==> src/rtl/poly_small_pkg.sv <==
// Shared definitions for the small-polynomial squared-norm link:
// width helpers, default limits and the stream-source state encoding.
package poly_small_pkg;

  localparam int DEFAULT_LOGN    = 9;
  localparam int DEFAULT_TIMEOUT = 2000;
  localparam int DEFAULT_GAP     = 2;
  localparam int N               = 1 << DEFAULT_LOGN;

  // Coefficient width (two's complement) for a given log2 degree.
  function automatic int f_bit(input int logn);
    return (logn == 9) ? 7 : 6;
  endfunction

  // Squared-norm width (unsigned) for a given log2 degree.
  function automatic int s_bit(input int logn);
    return (logn == 9) ? 21 : 20;
  endfunction

  typedef enum logic [2:0] {
    S_IDLE,
    S_FETCH,
    S_SEND,
    S_WAIT,
    S_GAP,
    S_DONE
  } state_e;

endpackage

==> src/rtl/poly_small_stream_src.sv <==
// Streams N coefficients from RAM into the sqnorm accumulator, captures the final
// running sum and reports accept/reject against BOUND plus timeout/protocol errors.
module poly_small_stream_src
  import poly_small_pkg::*;
#(
  parameter int          LOGN    = DEFAULT_LOGN,
  parameter int          F_BIT   = f_bit(LOGN),
  parameter int          S_BIT   = s_bit(LOGN),
  parameter int unsigned BOUND   = 1 << (S_BIT - 1),
  parameter int          TIMEOUT = DEFAULT_TIMEOUT,
  parameter int          GAP     = DEFAULT_GAP
) (
  input  logic             clk,
  input  logic             rst,
  input  logic             start,
  output logic             busy,
  output logic             done,
  output logic             ok,
  output logic             err,
  output logic [S_BIT-1:0] sqnorm,
  output logic             ram_re,
  output logic [LOGN-1:0]  ram_addr,
  input  logic [F_BIT-1:0] ram_rdata,
  output logic             ena,
  output logic             f_valid,
  output logic [F_BIT-1:0] f,
  input  logic             s_valid,
  input  logic [S_BIT-1:0] s
);

  localparam int N_COEF  = 1 << LOGN;
  localparam int CNT_MAX = (TIMEOUT > GAP) ? TIMEOUT : GAP;
  localparam int TCNT_W  = $clog2(CNT_MAX + 1);

  localparam logic [TCNT_W-1:0] TCNT_ONE     = TCNT_W'(1);
  localparam logic [TCNT_W-1:0] TCNT_TIMEOUT = TCNT_W'(TIMEOUT);
  localparam logic [TCNT_W-1:0] TCNT_GAP     = TCNT_W'(GAP);
  localparam logic [LOGN-1:0]   IDX_ONE      = LOGN'(1);
  localparam logic [LOGN-1:0]   IDX_LAST     = LOGN'(N_COEF - 1);
  localparam logic [S_BIT-1:0]  BOUND_S      = S_BIT'(BOUND);

  state_e            state_q,   state_d;
  logic [LOGN-1:0]   idx_q,     idx_d;
  logic [TCNT_W-1:0] tcnt_q,    tcnt_d;
  logic              busy_q,    busy_d;
  logic              done_q,    done_d;
  logic              ok_q,      ok_d;
  logic              err_q,     err_d;
  logic [S_BIT-1:0]  sqnorm_q,  sqnorm_d;
  logic              ram_re_q,  ram_re_d;
  logic              ena_q,     ena_d;
  logic              f_valid_q, f_valid_d;
  logic [F_BIT-1:0]  f_q,       f_d;

  always_comb begin
    // NOTE: every _d starts from its _q (or its idle value for pulses) so no path
    // through the case statement leaves a signal unassigned and infers a latch.
    state_d   = state_q;
    idx_d     = idx_q;
    tcnt_d    = tcnt_q;
    busy_d    = busy_q;
    done_d    = 1'b0;
    ok_d      = ok_q;
    err_d     = err_q;
    sqnorm_d  = sqnorm_q;
    ram_re_d  = 1'b0;
    ena_d     = ena_q;
    f_valid_d = 1'b0;
    f_d       = f_q;

    unique case (state_q)
      S_IDLE: begin
        if (start) begin
          state_d  = S_FETCH;
          busy_d   = 1'b1;
          idx_d    = '0;
          err_d    = 1'b0;
          ok_d     = 1'b0;
          ram_re_d = 1'b1;
          ena_d    = 1'b1;
        end
      end

      S_FETCH: begin
        state_d = S_SEND;
        if (s_valid) err_d = 1'b1;
      end

      S_SEND: begin
        state_d   = S_WAIT;
        f_d       = ram_rdata;
        f_valid_d = 1'b1;
        tcnt_d    = TCNT_ONE;
        if (s_valid) err_d = 1'b1;
      end

      // A response on the timeout boundary cycle is still accepted.
      S_WAIT: begin
        if (s_valid) begin
          sqnorm_d = s;
          if (idx_q == IDX_LAST) begin
            state_d = S_GAP;
            ena_d   = 1'b0;
            tcnt_d  = TCNT_ONE;
          end else begin
            state_d  = S_FETCH;
            idx_d    = idx_q + IDX_ONE;
            ram_re_d = 1'b1;
          end
        end else if (tcnt_q == TCNT_TIMEOUT) begin
          state_d = S_GAP;
          err_d   = 1'b1;
          ena_d   = 1'b0;
          tcnt_d  = TCNT_ONE;
        end else begin
          tcnt_d = tcnt_q + TCNT_ONE;
        end
      end

      // Holding ena low here is what clears the downstream accumulator.
      S_GAP: begin
        if (tcnt_q == TCNT_GAP) begin
          state_d = S_DONE;
          done_d  = 1'b1;
          ok_d    = !err_q && (sqnorm_q <= BOUND_S);
        end else begin
          tcnt_d = tcnt_q + TCNT_ONE;
        end
      end

      S_DONE: begin
        state_d = S_IDLE;
        busy_d  = 1'b0;
      end

      default: state_d = S_IDLE;
    endcase
  end

  // NOTE: sequential state uses non-blocking assignments so every flop samples
  // the pre-edge value of its inputs regardless of statement order.
  always_ff @(posedge clk or posedge rst) begin
    if (rst) begin
      state_q   <= S_IDLE;
      idx_q     <= '0;
      tcnt_q    <= '0;
      busy_q    <= 1'b0;
      done_q    <= 1'b0;
      ok_q      <= 1'b0;
      err_q     <= 1'b0;
      sqnorm_q  <= '0;
      ram_re_q  <= 1'b0;
      ena_q     <= 1'b0;
      f_valid_q <= 1'b0;
      f_q       <= '0;
    end else begin
      state_q   <= state_d;
      idx_q     <= idx_d;
      tcnt_q    <= tcnt_d;
      busy_q    <= busy_d;
      done_q    <= done_d;
      ok_q      <= ok_d;
      err_q     <= err_d;
      sqnorm_q  <= sqnorm_d;
      ram_re_q  <= ram_re_d;
      ena_q     <= ena_d;
      f_valid_q <= f_valid_d;
      f_q       <= f_d;
    end
  end

  assign busy     = busy_q;
  assign done     = done_q;
  assign ok       = ok_q;
  assign err      = err_q;
  assign sqnorm   = sqnorm_q;
  assign ram_re   = ram_re_q;
  assign ram_addr = idx_q;
  assign ena      = ena_q;
  assign f_valid  = f_valid_q;
  assign f        = f_q;

endmodule
==> config.mk <==
export PLATFORM = sky130hd
export DESIGN_NAME = poly_small_stream_src
export DESIGN_NICKNAME = d
export VERILOG_FILES = /design/src/rtl/poly_small_pkg.sv /design/src/rtl/poly_small_stream_src.sv
export SDC_FILE = /design/constraint.sdc
export NUM_CORES = 1
export LEC_CHECK = 0
export ABC_AREA = 1
export CAP_MARGIN = 0
export CORE_MARGIN = 5
export CORE_UTILIZATION = 45
export DETAILED_ROUTE_END_ITERATION = 10
export PLACE_DENSITY = 0.8
export SLEW_MARGIN = 20
export SYNTH_ARGS = -nofsm -noshare
export SYNTH_HDL_FRONTEND = slang
export SYNTH_SLANG_ARGS = --single-unit
==> constraint.sdc <==
create_clock -name clk -period 1.85 [get_ports clk]
set_clock_uncertainty 0.15 [all_clocks]
set_input_delay 0.185 -clock clk [delete_from_list [all_inputs] [get_ports clk]]
set_output_delay 0.185 -clock clk [all_outputs]
set_load 0.01 [all_outputs]
# Yosys cells after proc, flatten, opt, wreduce, memory -nomap -nowiden
# Cells that the tools add are included.
# totals
ff_bits,58
out_inout_bits,44
wordCells,85
# classes
add_sub_neg,2
order_cmp,1
n_eq_ne,18
mux,35
reduce_logical,17
# op_table
operator,count
$mux 11,4
$pmux 11 s3,1
$mux 9,3
$le 21x21->1 const B,1
$pmux 9 s2,1
$mux 1,15
$mux 3,5
$pmux 3 s5,1
$ne 2x2->1 const B,7
$add 11x1->11 const B,1
$eq 11x11->1 const B,1
$eq 11x2->1 const B,1
$add 9x1->9 const B,1
$eq 9x9->1 const B,1
$reduce_and 3->1,3
$pmux 1 s2,4
$reduce_and 4->1,2
$eq 3x2->1 const B,2
$eq 3x3->1 const B,2
$ne 3x3->1 const B,2
$reduce_bool 2->1,3
$reduce_bool 3->1,2
$reduce_and 5->1,1
$reduce_and 2->1,2
other kinds (7),7

# Depth between registers and ports, before layout
# Gate-level depths: netlist of the first run.
# depth
ltp_word,4
mapped_depth,15
ltp_nobuf,15

# Least setup slack after synthesis of the first run
# No wires, ideal clock.
# synth_path
kind,register -> register
start,"reg idx_q[0], in the netlist ram_addr[0]"
end,"reg idx_q[5], in the netlist ram_addr[5]"
arrival_time_ns,1.812
required_time_ns,1.578
path_slack_ns,-0.234
stages_incl_launch_ff,16
n_path_buf,1
synth_period_minus_slack_ns,2.084
path_cell_list,dfrtp_1 ha_1 nand2_1 inv_1 nand2_1 nor2_1 ha_1 inv_1 nand2_1 nor2_8 inv_2 nand2_4 buf_6 nand2_1 nor2_2 nor3_2
# synth_between
elab_chain_len,4
# synth_rtl
element,line_no,text
from (decl),poly_small_stream_src.sv:43,"logic [LOGN-1:0] idx_q, idx_d;"
from (signal assigned),poly_small_stream_src.sv:158,idx_q <= idx_d;
$add 9x1->9,poly_small_stream_src.sv:107,idx_d = idx_q + IDX_ONE;
$mux 9,poly_small_stream_src.sv:101,if (idx_q == IDX_LAST) begin
$mux 9,poly_small_stream_src.sv:99,if (s_valid) begin
$pmux 9 s2,poly_small_stream_src.sv:71,unique case (state_q)
# Parallel ways exist; a longest one is shown, timed or not. The select of a mux whose other input is x is not followed.
# A chain may end at the register's enable or synchronous reset.

# Worst setup path after layout of the first run
# layout_path
start,"reg idx_q[1], in the netlist ram_addr[1]"
end,"reg idx_q[2], in the netlist ram_addr[2]"
# The elaborated chain is that of the path after synthesis.

==> results.json, run 1 <==
{
  "synth-edff-count": 0,
  "detail_route.iter0.violations": 270,
  "drc": 0,
  "fin_crit_sh_pct": 107,
  "rows": 30,
  "r2r_slack_ns": -0.14,
  "via_per_inst": 5.16,
  "grt_max_degree": 40,
  "async_flop_share_pct": 100,
  "grt_antenna_before_repair": 0,
  "nFillCells": 527,
  "crit_path_end_kind": "flip-flop",
  "numCtsBuffers": 9,
  "diodes": 0,
  "fin_cells": 589,
  "synth_area_um2": 3050,
  "boundaryPins": 76,
  "crit_arrival_ns": 2.06,
  "ctsLongestPathBuffers": 2,
  "synth-seq-area-share_pct": 47.5,
  "preCtsSetupSlack_ns": -0.118,
  "ys.flop_type": "dfrtp_1",
  "clkLatencyLatePin_ns": 0.33,
  "dr.pass1.iters": 5,
  "dp_cells": 557,
  "wl_per_cell_um": 14.6,
  "cts.sink_count": 58,
  "synth.distinct_cells": 33,
  "r2r_cells": 14,
  "place.port_buffers": 75,
  "worstPathMaxFanout": 6,
  "max_slew_margin_pct": 70.5,
  "fin_crit_ns": 1.99,
  "overflow": 0,
  "die_h_um": 92.4,
  "mostFrequentLayoutCell": "nand2_1",
  "setup_ws_ns": -0.135,
  "nNetsFinal": 541,
  "grt_pass1_vias": 3102,
  "tightest_slew_ns": 0.441,
  "syn_inst": 391,
  "routed_wl_um": 8580,
  "clockRootBuffer": "clkbuf_8",
  "die_area_um2": 8530,
  "power.density_nw_per_um2": 1410,
  "die_w_um": 92.4,
  "avgSynthCellArea_um2": 7.81,
  "maxCapViolCount": 0,
  "vias": 3037,
  "slew_violations": 0,
  "holdBufCountCts": 0,
  "htreeDepth": 3,
  "layout_common_cells": "nand2_1, clkdlybuf4s50_1, dfrtp_1",
  "syn_nets": 428,
  "critPathLaunchType": "flip-flop",
  "hold_viol": 0,
  "cts_tree": "yes",
  "finalInstanceArea_um2": 4470,
  "grt_pass1_wl_um": 14300,
  "critical_path_required_ns": 1.93,
  "place_congestion": 0.958,
  "max_freq_mhz": 504,
  "clk_pin_slew_worst_paths_ns": 0.07,
  "violations": "negative setup slack",
  "rsz0062_at_grt": "yes",
  "reg2reg_to": "ram_addr[2]",
  "coreArea_um2": 6680,
  "ys_seq_elements": 58,
  "dp_hpwl_um": 5940,
  "hp-class": "input pin to async pin",
  "reg2reg_from": "ram_addr[1]",
  "status": "finished with violations",
  "area_growth_pct": 46.4,
  "leakage_nw": 2.22,
  "drive_gt1_share_pct": 19.4,
  "setup_viol": 21,
  "ant_nets": 0,
  "start_util_pct": 45.7,
  "placed_area_um2": 4060,
  "ir_drop_uv": 762,
  "yosysWarnings": 0,
  "grt_usage_pct": 21.0,
  "worstSetupPathType": "flip-flop to flip-flop"
}
## kinds of logic after synthesis
kind of cell | synth area share (%)
xor gates and xnor gates | 0.860
and+or+nand+nor | 32.9
buffers and inverters | 9.46
AOI/OAI and AO/OA | 7.17
DFF | 47.5
adders and majority gates | 2.05
## flip-flops by register name, indices dropped and copies added (netlist names)
register	flops
busy	1
done	1
ena	1
err	1
f	7
f_valid	1
ok	1
ram_addr	9
ram_re	1
sqnorm	21
state_q	3
tcnt_q	11
## worst max-delay path by stage
stage,startpoint,to,slack (ns)
global route,ram_addr[0],tcnt_q[10],-0.21
floorplan,ram_addr[0],ram_addr[5],-0.1
CTS,ram_addr[0],tcnt_q[10],-0.11
finish,ram_addr[1],ram_addr[2],-0.14
detailed placement,ram_addr[1],ram_addr[3],-0.12
global placement,ram_addr[1],ram_addr[3],-0.02
## stage by stage
step	utilization (%)	power, W	setup TNS (ns)	hold slack, ns
after floorplan	-	0.00343	-0.615	0.145
final	66.9	0.00630	-1.65	0.0191
after global routing	66.9	0.00671	-3.13	0.0562
after detailed placement	60.7	0.00472	-0.725	0.321
after CTS	65.9	0.00623	-1.25	0.0293
after global placement	60.7	0.00463	-0.0272	0.314
## repair_timing
action,CTS,global route
pin swaps,9,6
resized for setup,5,18
endpoints found under the setup margin,20,23
cloned,1,0
buffers inserted,12,3
## where the power goes
| group | switching (W) | internal [W] | total [W] |
|---|---|---|---|
| logic | 0.00158 | 0.00138 | 0.00296 |
| registers | 0.000288 | 0.00170 | 0.00199 |
| clock network | 0.000520 | 0.000833 | 0.00135 |
## cell usage after synthesis (all sizes together) (2+ instances only)
library cell | count | area (µm²)
nand2 | 129 | 517
nor2 | 35 | 173
o211ai | 2 | 15.0
nor3 | 8 | 50.1
o21ai | 27 | 135
a21oi | 9 | 52.6
nand3 | 26 | 160
inv | 60 | 228
dfrtp | 58 | 1450
buf | 6 | 41.3
ha | 5 | 62.6
xor2 | 3 | 26.3
nand4 | 16 | 100
clkinv | 3 | 16.3
## final cells by class
class	instances	area, µm²	share of cell area, %
multi-input cells	264	1400	31.3
repair buffers	108	1040	23.2
clock buffers	12	155	3.47
clock inverters	4	73.8	1.65
well taps	80	100	2.24
inverters	63	251	5.62
flip-flops and latches	58	1450	32.5
## critical path, cell delays in order (launching register included)
cell	delay (ns)
dfrtp_1	0.36
ha_2	0.20
nand2_2	0.05
inv_2	0.07
nand2_2	0.06
nor2_1	0.10
ha_2	0.18
inv_2	0.05
nand2_4	0.08
nor2_8	0.05
inv_4	0.11
nand2_8	0.07
buf_4	0.14
a21oi_2	0.14
nor2_2	0.06
## layer usage
layer / up-vias / track usage [%] / routed length (µm)
met5: - / 0 / 0
met4: 0 / 10.6 / 234
met3: 31 / 5.44 / 618
met2: 143 / 35.8 / 4230
met1: 1405 / 24.3 / 3500
li1: 1458 / - / -
(Power assumes the default switching activity.)
==> run 2, diff against run 1 <==
--- a/config.mk
+++ b/config.mk
@@ -11,6 +11,7 @@
 export CORE_UTILIZATION = 45
 export DETAILED_ROUTE_END_ITERATION = 10
 export PLACE_DENSITY = 0.8
+export RECOVER_POWER = 25
 export SLEW_MARGIN = 20
 export SYNTH_ARGS = -nofsm -noshare
 export SYNTH_HDL_FRONTEND = slang
==> run 2 against run 1 <==
Against the previous run: the flow still finishes with violations (negative setup slack); combinational power about the same; sequential share of layout area up 0.11 points; via count down 0.16%; largest cell class unchanged.
==> results.json, run 2 (same netlist as run 1, synthesis figures left out) <==
{
  "status": "finished with violations",
  "violations": "negative setup slack",
  "wl_per_cell_um": 14.5,
  "fin_crit_ns": 1.98,
  "crit_path_end_kind": "flip-flop",
  "fin_cells": 589,
  "power.switching_w": 0.00238,
  "grt_antenna_before_repair": 0,
  "via_per_inst": 5.15,
  "cp_cell_sequence": "ha_2, nand2_2, inv_2, nand2_2, nor2_1, ha_2, inv_2, nand2_4, nor2_8, nor2_4, nand2_4, inv_8, nand2_4, a21oi_2",
  "critPathMaxStageDelay_ns": 0.36,
  "maxCapViolCount": 0,
  "vias": 3032,
  "placed_area_um2": 4060,
  "critPathMostFrequentCell": "nand2_4",
  "routed_wl_um": 8560,
  "ctsLongestPathBuffers": 2,
  "final_core_util_pct": 66.7,
  "worstSetupPathType": "flip-flop to flip-flop",
  "crit_arrival_ns": 2.09,
  "clkLatencyLatePin_ns": 0.33,
  "clockRootBuffer": "clkbuf_8",
  "crit_buf_inv": 3,
  "hold_path_depth": 3,
  "finalInstanceArea_um2": 4460,
  "numCtsBuffers": 9,
  "detail_route.iter0.violations": 231,
  "cts.sink_count": 58,
  "worstPathMaxFanout": 7,
  "diodes": 0,
  "leakage_nw": 2.22,
  "critPathLaunch": "ram_addr[1]",
  "critPathSlowestCell": "dfrtp_1",
  "hold_viol": 0,
  "nFillCells": 529,
  "hp-class": "input pin to flip-flop",
  "ant_nets": 0,
  "drc": 0,
  "place_congestion": 0.958,
  "die_w_um": 92.4,
  "fin_tns_setup_ns": -1.63,
  "nNetsFinal": 541,
  "start_util_pct": 45.7,
  "tightest_slew_ns": 0.742,
  "slew_violations": 0,
  "cts_tree": "yes",
  "die_area_um2": 8530,
  "hp-start": "ram_rdata[3]",
  "clk_pin_slew_worst_paths_ns": 0.07,
  "critPathLaunchType": "flip-flop",
  "critical_path_required_ns": 1.96,
  "dp_hpwl_um": 5940,
  "cp_top_family": "simple AND/OR/NAND/NOR gates",
  "area_growth_pct": 45.9,
  "power.density_nw_per_um2": 1410,
  "rows": 30,
  "multi_input_comb_area_um2": 1400,
  "place.port_buffers": 75,
  "max_freq_mhz": 504,
  "layout_common_cells": "nand2_1, clkdlybuf4s50_1, dfrtp_1",
  "cp.depth": 14,
  "ir_drop_uv": 761,
  "grt_max_degree": 40,
  "grt_pass1_vias": 3102,
  "htreeDepth": 3,
  "largest_reg_flops": 21,
  "dp_cells": 557,
  "r2r_cells": 14,
  "reg2reg_from": "ram_addr[1]",
  "mostFrequentLayoutCell": "nand2_1",
  "grt_usage_pct": 21.0,
  "p_clk_share_pct": 21.5,
  "rsz0062_at_grt": "yes",
  "grt_pass1_wl_um": 14300,
  "ff_latch_area_um2": 1450,
  "setup_viol": 21,
  "power.internal_w": 0.00391,
  "max_slew_margin_pct": 50.5,
  "comb_power_share_pct": 46.9,
  "boundaryPins": 76,
  "dr.pass1.iters": 5,
  "pwr-share-seq_pct": 31.6,
  "fin_crit_sh_pct": 107,
  "die_h_um": 92.4,
  "overflow": 0,
  "p_sw_share_pct": 37.8,
  "coreArea_um2": 6680,
  "setup_ws_ns": -0.135,
  "drive_gt1_share_pct": 19.3
}
run 2: cell types whose count changed in the layout (fill, tap and decap cells not counted):
cell / delta
dlygate4sd3_1: +1
clkbuf_2: +1
inv_2: -1
inv_1: +1
buf_12: -1
clkdlybuf4s50_1: -1
run 2: timing repair:
action | 4_1_cts | 5_1_grt
gates cloned | 1 | 0
buffers inserted | 12 | 3
pin swaps | 9 | 6
gates resized for setup | 5 | 18
hold buffers | 0 | 0
endpoints found under the setup margin | 20 | 23
run 2: power by group through the flow:
stage / combinational (W) / clock [W] / sequential [W]
2_1_floorplan: 0.00127 / 0 / 0.00216
3_3_place_gp: 0.00264 / 0 / 0.00199
3_5_place_dp: 0.00272 / 0 / 0.00200
4_1_cts: 0.00286 / 0.00137 / 0.00199
5_1_grt: 0.00322 / 0.00143 / 0.00205
6_report: 0.00295 / 0.00135 / 0.00199
run 2: cell type report:
cell class | count | share of cell area [%]
Sequential cell | 58 | 32.6
Multi-Input combinational cell | 264 | 31.4
Timing Repair Buffer | 108 | 23.0
Inverter | 63 | 5.64
Clock buffer | 12 | 3.48
Tap cell | 80 | 2.25
Clock inverter | 4 | 1.66
run 2: tightest hold or removal path, stage by stage:
cell	delay [ns]
clkdlybuf4s50_1	0.39
nand2_1	0.06
nand2_1	0.04
run 2: per-layer routing:
metal	vias to the layer above	wire length, µm	global-route usage (%)
met4	0	237	10.6
met5	-	0	0
met1	1400	3490	24.3
met3	33	622	5.44
li1	1456	-	-
met2	143	4210	35.8
run 2: final timing paths:
| kind | to | slack (ns) |
|---|---|---|
| max in group asynchronous | tcnt_q[10] | 0.40 |
| hold reg to reg | f[4] | 0.34 |
| setup / recovery | tcnt_q[7] | -0.13 |
| hold / removal | f[3] | 0.24 |
| min in group asynchronous | ram_addr[2] | 0.26 |
| setup reg to reg | tcnt_q[7] | -0.13 |
run 2: through the flow:
step / hold slack [ns] / worst slack, ns / power (W)
global route: 0.226 / -0.209 / 0.00671
floorplan: 0.145 / -0.0954 / 0.00343
global placement: 0.314 / -0.0204 / 0.00463
detailed placement: 0.321 / -0.118 / 0.00472
finish: 0.236 / -0.135 / 0.00629
CTS: 0.0293 / -0.111 / 0.00623
==> run 3, diff against run 2 <==
--- a/config.mk
+++ b/config.mk
@@ -7,6 +7,7 @@
 export LEC_CHECK = 0
 export ABC_AREA = 1
 export CAP_MARGIN = 0
+export CORE_ASPECT_RATIO = 1.1
 export CORE_MARGIN = 5
 export CORE_UTILIZATION = 45
 export DETAILED_ROUTE_END_ITERATION = 10
==> constraint.sdc (replaced) <==
create_clock -name clk -period 1.85 [get_ports clk]
set_clock_uncertainty 0.15 [all_clocks]
set_input_delay 0.2775 -clock clk [delete_from_list [all_inputs] [get_ports clk]]
set_output_delay 0.2775 -clock clk [all_outputs]
set_load 0.1 [all_outputs]
==> run 3 against run 2 <==
Against the previous run: the run still ends with negative setup slack left; routed wire length rose by 0.37%; maximum frequency fell by 0.66%; clock power fell by 11%; sequential share of layout area fell by 2.4 points; first-iteration DRC count fell by 13%; global-route usage rose by 0.36 points; core utilization rose by 6.8 points; via count fell by 1.4%; critical path type unchanged; sequential power rose by 11%.
==> results.json, run 3 (same netlist as run 1, synthesis figures left out) <==
{
  "crit_path_end_kind": "flip-flop",
  "htreeDepth": 3,
  "diodes": 0,
  "ctsLongestPathBuffers": 2,
  "fin_cells": 583,
  "critical_path_required_ns": 1.96,
  "setup_viol": 23,
  "start_util_pct": 46.3,
  "dp_cells": 558,
  "clkLatencyLatePin_ns": 0.33,
  "final_core_util_pct": 73.5,
  "overflow": 0,
  "slew_violations": 0,
  "grt_max_degree": 59,
  "layout_common_cells": "nand2_1, inv_1, dfrtp_1",
  "preCtsSetupSlack_ns": -0.0966,
  "tightest_slew_ns": 0.773,
  "detail_route.iter0.violations": 201,
  "place.port_buffers": 75,
  "drive_gt1_share_pct": 28.7,
  "comb_power_share_pct": 65.0,
  "maxCapViolCount": 0,
  "cts.sink_count": 58,
  "numCtsBuffers": 9,
  "critPathMaxStageDelay_ns": 0.39,
  "hold_viol": 0,
  "setup_ws_ns": -0.148,
  "cp_cell_sequence": "ha_4, nand2_2, inv_2, nand2_2, nor2_2, ha_2, inv_4, nand2_4, nor2_8, nor2_4, nand2_4, inv_6, nand2_2, a21oi_2",
  "grt_usage_pct": 21.4,
  "coreArea_um2": 6590,
  "via_per_inst": 5.13,
  "power.internal_w": 0.00455,
  "hold_slack_ns": 0.336,
  "critPathMostFrequentCell": "nand2_2",
  "hp-class": "input pin to flip-flop",
  "critPathSlowestCell": "dfrtp_2",
  "wl_per_cell_um": 14.7,
  "fin_crit_ns": 2.00,
  "die_area_um2": 8540,
  "boundaryPins": 76,
  "rsz0062_at_grt": "yes",
  "critPathLaunchType": "flip-flop",
  "crit_buf_inv": 3,
  "die_h_um": 96.4,
  "max_slew_margin_pct": 48.5,
  "grt_antenna_before_repair": 0,
  "vias": 2991,
  "fin_crit_sh_pct": 108,
  "largest_reg_flops": 21,
  "worstSetupPathType": "flip-flop to flip-flop",
  "placed_area_um2": 4510,
  "clockRootBuffer": "clkbuf_8",
  "cp_top_family": "simple AND/OR/NAND/NOR gates",
  "worstPathMaxFanout": 7,
  "mostFrequentLayoutCell": "nand2_1",
  "place_congestion": 0.926,
  "finalInstanceArea_um2": 4850,
  "power.density_nw_per_um2": 2010,
  "p_sw_share_pct": 53.3,
  "p_clk_share_pct": 12.3,
  "cts_tree": "yes",
  "grt_pass1_wl_um": 14000,
  "rows": 31,
  "violations": "negative setup slack",
  "die_w_um": 88.6,
  "clk_pin_slew_worst_paths_ns": 0.07,
  "ir_drop_uv": 1800,
  "pwr-share-seq_pct": 22.7,
  "status": "finished with violations",
  "crit_arrival_ns": 2.11,
  "dp_hpwl_um": 6280,
  "grt_pass1_vias": 2988,
  "nNetsFinal": 533,
  "leakage_nw": 2.36,
  "routed_wl_um": 8590,
  "drc": 0,
  "dr.pass1.iters": 5,
  "ant_nets": 0,
  "max_freq_mhz": 501,
  "power.switching_w": 0.00519,
  "area_growth_pct": 58.7
}
run 3: changes by cell type in the layout (fill, tap and decap cells not counted), moves of 2 or more:
cell             previous run  this run
buf_12                      2        45
clkdlybuf4s50_1            73        30
buf_4                      30        21
dfrtp_1                    58        51
dfrtp_2                     0         7
nand2_2                     8        12
clkinvlp_4                  0         3
inv_2                       6         3
nand2_1                   115       112
nand3_1                    22        19
nand3_2                     2         5
buf_6                       0         2
ha_2                        3         1
o21ai_1                     3         5
run 3: path summary, 6_finish.rpt:
check / start / end / slack [ns] / cells past startpoint
min in group asynchronous: rst / sqnorm[13] / 0.53 / 3
worst max-delay path: ram_addr[1] / tcnt_q[7] / -0.15 / 14
worst min-delay path: ram_rdata[5] / f[5] / 0.34 / 3
worst min register to register: f[2] / f[2] / 0.40 / 2
worst max register to register: ram_addr[1] / tcnt_q[7] / -0.15 / 14
max in group asynchronous: rst / ram_addr[4] / 0.46 / 3
run 3: power by group through the flow:
| stage | Combinational, W | Sequential (W) | Clock, W |
|---|---|---|---|
| CTS | 0.00631 | 0.00221 | 0.00122 |
| detailed placement | 0.00616 | 0.00221 | 0 |
| finish | 0.00634 | 0.00221 | 0.00120 |
| floorplan | 0.00129 | 0.00472 | 0 |
| global placement | 0.00606 | 0.00220 | 0 |
| global route | 0.00663 | 0.00226 | 0.00128 |
run 3: area by class of cell:
class,count,area [µm²]
Sequential cell,58,1460
Inverter,63,255
Multi-Input combinational cell,264,1420
Clock buffer,12,155
Timing Repair Buffer,100,1400
Tap cell,82,103
Fill cell,468,1750
Clock inverter,4,50.0
run 3: timing repair:
item,4_1_cts,5_1_grt
hold buffers,0,0
pin swaps,6,11
setup buffers,6,2
setup endpoints to repair,21,22
gates resized for setup,10,11
cloned,1,0
run 3: worst reg2reg max path: stages, from the launching register on:
cell     delay (ns)
dfrtp_2        0.39
ha_4           0.15
nand2_2        0.05
inv_2          0.06
nand2_2        0.05
nor2_2         0.08
ha_2           0.20
inv_4          0.05
nand2_4        0.09
nor2_8         0.06
nor2_4         0.19
nand2_4        0.14
inv_6          0.11
nand2_2        0.05
a21oi_2        0.10
run 3: stage by stage:
stage / setup TNS, ns / total power, W
after detailed placement: -0.938 / 0.00838
after CTS: -1.11 / 0.00973
after global placement: -0.0226 / 0.00826
final: -1.91 / 0.00974
after floorplan: -7.68 / 0.00601
after global routing: -3.58 / 0.0102
run 3: layer usage:
layer  wire length [µm]  vias up  global-route usage [%]
met5                  0        -                       0
met4                218        0                    8.82
met3                632       25                    5.26
met2               4420      117                    36.3
met1               3320     1408                    25.9
li1                   -     1441                       -
